==> src/rtl/addsub_arb_pkg.sv <==
// Shared types and constants for the add/subtract arbiter.
// Imported by the arbiter top and its round-robin picker.
package addsub_arb_pkg;

  localparam int ADDSUB_WIDTH = 32;
  localparam int DEFAULT_NREQ = 4;

  typedef enum logic [1:0] {
    IDLE,
    EXEC,
    RESP
  } arb_state_t;

endpackage

==> src/rtl/MultifunctionAdderSubtractor32.sv <==
// Shared 32-bit two's-complement add/subtract datapath.
// Subtract inverts B and injects a carry-in, so carry=1 means no borrow.
module MultifunctionAdderSubtractor32 (
  input  logic [31:0] a,
  input  logic [31:0] b,
  input  logic        sub,
  output logic [31:0] result,
  output logic        carry,
  output logic        overflow
);

  logic [31:0] b_eff;
  logic [32:0] full;

  always_comb begin
    b_eff    = b ^ {32{sub}};
    full     = {1'b0, a} + {1'b0, b_eff} + {32'd0, sub};
    result   = full[31:0];
    carry    = full[32];
    overflow = (a[31] == b_eff[31]) && (full[31] != a[31]);
  end

endmodule

==> src/rtl/addsub_arbiter_rr_pick.sv <==
// Combinational round-robin picker.
// Returns the first set request at or after ptr, wrapping around.
module rr_pick #(
  parameter int NREQ = 4,
  localparam int IDW = $clog2(NREQ)
) (
  input  logic [NREQ-1:0] req,
  input  logic [IDW-1:0]  ptr,
  output logic [NREQ-1:0] grant,
  output logic [IDW-1:0]  idx
);

  int  cand;
  logic found;

  always_comb begin
    grant = '0;
    idx   = '0;
    found = 1'b0;
    cand  = 0;
    for (int k = 0; k < NREQ; k++) begin
      cand = int'(ptr) + k;
      if (cand >= NREQ) cand = cand - NREQ;
      if (!found && req[cand]) begin
        found       = 1'b1;
        grant[cand] = 1'b1;
        idx         = IDW'(cand);
      end
    end
  end

endmodule

==> src/rtl/addsub_arbiter.sv <==
// Round-robin sequencer sharing one add/subtract datapath among NREQ requesters.
// One operation in flight: accept in IDLE, compute in EXEC, hold the response in RESP.
module addsub_arbiter
  import addsub_arb_pkg::*;
#(
  parameter int NREQ  = DEFAULT_NREQ,
  parameter int WIDTH = ADDSUB_WIDTH,
  localparam int IDW  = $clog2(NREQ)
) (
  input  logic                  clock,
  input  logic                  reset,
  input  logic [NREQ-1:0]       req_valid,
  output logic [NREQ-1:0]       req_ready,
  input  logic [NREQ*WIDTH-1:0] req_a,
  input  logic [NREQ*WIDTH-1:0] req_b,
  input  logic [NREQ-1:0]       req_sub,
  output logic [NREQ-1:0]       resp_valid,
  input  logic [NREQ-1:0]       resp_ready,
  output logic [WIDTH-1:0]      resp_result,
  output logic                  resp_carry,
  output logic                  resp_overflow,
  output logic [IDW-1:0]        resp_id,
  output logic                  busy
);

  arb_state_t       state;
  logic [IDW-1:0]   rr_ptr;
  logic [WIDTH-1:0] op_a;
  logic [WIDTH-1:0] op_b;
  logic             op_sub;
  logic [IDW-1:0]   op_id;

  logic [NREQ-1:0]  grant;
  logic [IDW-1:0]   win_idx;
  logic             accept;

  logic [WIDTH-1:0] sum;
  logic             sum_carry;
  logic             sum_ovf;

  rr_pick #(.NREQ(NREQ)) u_pick (
    .req   (req_valid),
    .ptr   (rr_ptr),
    .grant (grant),
    .idx   (win_idx)
  );

  // The adder only ever sees the operand registers, never the live request bus.
  MultifunctionAdderSubtractor32 u_adder (
    .a        (op_a),
    .b        (op_b),
    .sub      (op_sub),
    .result   (sum),
    .carry    (sum_carry),
    .overflow (sum_ovf)
  );

  assign req_ready = (state == IDLE) ? grant : '0;
  assign accept    = (state == IDLE) && (|grant);

  always_ff @(posedge clock) begin
    if (reset) begin
      state         <= IDLE;
      rr_ptr        <= '0;
      op_a          <= '0;
      op_b          <= '0;
      op_sub        <= 1'b0;
      op_id         <= '0;
      resp_valid    <= '0;
      resp_result   <= '0;
      resp_carry    <= 1'b0;
      resp_overflow <= 1'b0;
      resp_id       <= '0;
      busy          <= 1'b0;
    end else begin
      case (state)
        IDLE: begin
          if (accept) begin
            op_a   <= req_a[win_idx*WIDTH +: WIDTH];
            op_b   <= req_b[win_idx*WIDTH +: WIDTH];
            op_sub <= req_sub[win_idx];
            op_id  <= win_idx;
            busy   <= 1'b1;
            state  <= EXEC;
          end
        end
        EXEC: begin
          resp_result   <= sum;
          resp_carry    <= sum_carry;
          resp_overflow <= sum_ovf;
          resp_id       <= op_id;
          resp_valid    <= NREQ'(1) << op_id;
          state         <= RESP;
        end
        RESP: begin
          // Pointer advances only when the owner takes its response.
          if (resp_ready[op_id]) begin
            rr_ptr     <= (op_id == IDW'(NREQ - 1)) ? '0 : op_id + 1'b1;
            resp_valid <= '0;
            busy       <= 1'b0;
            state      <= IDLE;
          end
        end
        default: state <= IDLE;
      endcase
    end
  end

endmodule
==> config.mk <==
export PLATFORM = sky130hd
export DESIGN_NAME = addsub_arbiter
export DESIGN_NICKNAME = d
export VERILOG_FILES = /design/src/rtl/addsub_arb_pkg.sv /design/src/rtl/MultifunctionAdderSubtractor32.sv /design/src/rtl/addsub_arbiter_rr_pick.sv /design/src/rtl/addsub_arbiter.sv
export SDC_FILE = /design/constraint.sdc
export NUM_CORES = 1
export LEC_CHECK = 0
export BUFFER_PORTS_ARGS = -buffer_cell sky130_fd_sc_hd__buf_2
export CORE_MARGIN = 3
export CORE_UTILIZATION = 25
export DETAILED_ROUTE_END_ITERATION = 10
export PLACE_DENSITY = 0.55
export SYNTH_ARGS = -nofsm -noshare
export SYNTH_HDL_FRONTEND = slang
export SYNTH_SLANG_ARGS = --single-unit
==> constraint.sdc <==
create_clock -name clock -period 3.37 [get_ports clock]
set_clock_uncertainty 0.05 [all_clocks]
set_input_delay 0.674 -clock clock [delete_from_list [all_inputs] [get_ports clock]]
set_output_delay 0.674 -clock clock [all_outputs]
set_load 0.005 [all_outputs]
==> results_dict.tcl <==
set metrics [dict create \
    status "completed" \
    clk_latency_ps 360 \
    multi_input_area_um2 5670 \
    crit_type "reg2out" \
    area_growth_pct 28.96 \
    cp_slowest_cell "mux4_2" \
    synthCells 1232 \
    power.total_uw 6144 \
    route.vias.total 9399 \
    die_area_um2 35470 \
    clock.fmax_ghz 0.3094 \
    synth_compound_area_share_pct 17.00 \
    holdWs_ps 400.0 \
    antenna_cells 0 \
    antenna_found_initial 0 \
    slew_violations 0 \
    synthMuxAreaShare_pct 1.837 \
    path_cells "inv_1 -> ha_4 -> mux4_2 -> a221o_1 -> a22oi_2 -> nor3_1 -> buf_2" \
    start_kind "flop" \
    synth_fa_ha_area_share_pct 6.563 \
    cp_top_family "multiplexers" \
    final_nets 1814 \
    dieWidth_um 188.3 \
    ys_async_sr_fraction_pct 0 \
    wl_per_cell_um 15.97 \
    cp_max_fo 7 \
    syn-num-nets 1545 \
    synth.avg_cell_area_um2 6.747 \
    cp-end-kind "output pin" \
    synth_area_leader_cell "dfxtp_1" \
    hold_violations 0 \
    synth_area_um2 8312 \
    use_met3_pct 1.730 \
    first_pass_iters 5 \
    cts_hold_buf 0 \
    hpwl_um 24850 \
    synth_cell_type_count 61 \
    worstPathRequired_ps 2650 \
    netlist.area_leader.share_pct 26.98 \
    ios 315 \
    synth-xor-area-share_pct 5.374 \
    hold_class "reg2reg" \
    routed_wl_um 31110 \
    via_per_inst 4.825 \
    grt_pass1_wl_um 48670 \
    drive_gt1_share_pct 26.29 \
    synthSimpleGateAreaFrac_pct 36.40 \
    worstPathArrival_ps 2510 \
    ys_warn_count 0 \
    synth_edf_count 0 \
    top_usage_layer "met2" \
    clk_path_buf_depth 2 \
    rows 66 \
    relSlewSlack_pct 28.96 \
    power_density_nw_per_um2 573.2 \
    root_buffer "clkbuf_16" \
    seq_area_frac_synth_pct 26.98 \
    grt_max_degree 104 \
    p_leak_uw 0.005195 \
    clkTransAtPathRegs_ps 70 \
    fin_crit_sh_pct 95.91 \
    grt_pass1_vias 9002 \
    crit_buf_inv 2 \
    tightest_slew_ps 1062 \
    drc 0 \
    ys.flop_type "dfxtp_1" \
    cts_tree "built" \
    synth_seq_cells 112 \
    setup_viol 0 \
    place_congestion 0.8750 \
    ctsHtreeMaxLevel 3 \
    critPathMaxStageDelay_ps 610 \
    die_y_um 188.3 \
    grt_use_total_pct 16.99 \
    cts_made_buffers 9 \
    drtIter0Drc 549 \
    peakVddDrop_mv 0.3085 \
    nFillCells 3605 \
    io_buffers 314 \
    cap_viol_max_count 0 \
    synth_top_family_by_area "simple AND/OR/NAND/NOR gates" \
    start_util_pct 25.48 \
    gr-usage-met2_pct 25.95 \
    cts_sinks 112 \
    seqCellArea_um2 2243 \
    synth_area_leaders "dfxtp_1, nand2_1, nand3_1" \
    grt-ovfl-total 0 \
    ant_nets 0 \
    use_met1_pct 25.46 \
    coreArea_um2 32620 \
    fin_crit_ps 3232 \
]
## per-stage QoR
stage / std cells / TNS [ps] / area (um^2) / worst slack [ps] / utilization (%)
after floorplan: 1232 / 0 / 8312 / 27.76 / -
after global placement: 1930 / 0 / 10370 / 201.8 / 31.79
after detailed placement: 1930 / 0 / 10370 / 167.2 / 31.79
after CTS: 1946 / 0 / 10660 / 1.896 / 32.69
after global routing: 1948 / -33.57 / 10720 / -33.57 / 32.86
final: 1948 / 0 / 10720 / 137.8 / 32.86
## registers in the layout (all words and copies together), names as in the netlist, 2 cells and up
name / count
rr_ptr: 2
state: 2
resp_result: 32
op_id: 2
op_a: 32
op_b: 32
resp_valid: 4
resp_id: 2
## cells by family after synthesis
logic type                 Yosys count
buffers and inverters              105
xor gates and xnor gates            51
and+or+nand+nor                    686
adders and majority gates           43
DFF                                112
AOI/OAI and AO/OA                  225
muxes                               10
## cell usage after synthesis (4+ instances only)
library cell,number
nand2_1,380
nand3_1,217
dfxtp_1,112
a21oi_1,111
clkbuf_1,46
ha_1,42
xor2_1,39
a21o_1,23
buf_2,23
nor2_1,22
nor3_1,19
o21ai_0,19
buf_4,15
inv_1,12
xnor2_1,12
a31oi_1,11
buf_1,8
o211ai_1,8
a211oi_1,7
nand2b_1,6
o21a_1,6
and4_1,5
nand4_1,5
or3_1,5
a221o_1,4
a22oi_1,4
a311o_1,4
and3_1,4
mux2i_1,4
mux4_2,4
## tightest hold or removal path, cell delays in order, from the launching register on
cell     delay [ps]
dfxtp_1         310
nand2_1          50
a21oi_1          50
## metal layers
metal / part of all wire [%] / routed length [um]
met3: 4.1 / 1280
met4: 1.7 / 533
met2: 44 / 13540
met5: 0 / 0
met1: 51 / 15760
## power breakdown
part | internal [uW] | switching (uW) | leakage, uW
registers | 1600 | 227 | 0.000920
logic | 1300 | 1970 | 0.00414
clock network | 514 | 535 | 0.000139
total | 3420 | 2730 | 0.00520
## repair_timing
action | in CTS | in global routing
gates resized for setup | 3 | 7
setup endpoints to repair | 4 | 5
pin swaps | 0 | 2
buffers inserted | 0 | 2
hold endpoints to repair | 0 | 0
## layout by cell type, fill, tap and decap left out, types with 11 or more instances in the layout
master	n
a21o_1	23
nand2_1	379
nand3_1	217
xnor2_1	12
buf_2	313
ha_1	41
xor2_1	39
a31oi_1	11
nor3_1	19
o21ai_0	18
dfxtp_1	111
nor2_1	22
buf_4	32
a21oi_1	111
inv_1	12
## worst paths after layout
check / from / slack, ps / cells past startpoint / end
worst max-delay path: rr_ptr[0] / 140 / 7 / req_ready[2]
worst min-delay path: resp_result[5] / 400 / 2 / resp_result[5]
worst max register to register: op_sub / 230 / 12 / resp_result[28]
worst min register to register: resp_result[5] / 400 / 2 / resp_result[5]
## final cells by class
cell class | instances | share of cell area (%)
Multi-Input combinational cell | 1015 | 52.90
Sequential cell | 112 | 20.93
Timing Repair Buffer | 351 | 17.98
Tap cell | 442 | 5.159
Clock buffer | 10 | 2.136
Clock inverter | 6 | 0.4786
Inverter | 12 | 0.4202
No activity file was read; power rests on OpenSTA's default activity.
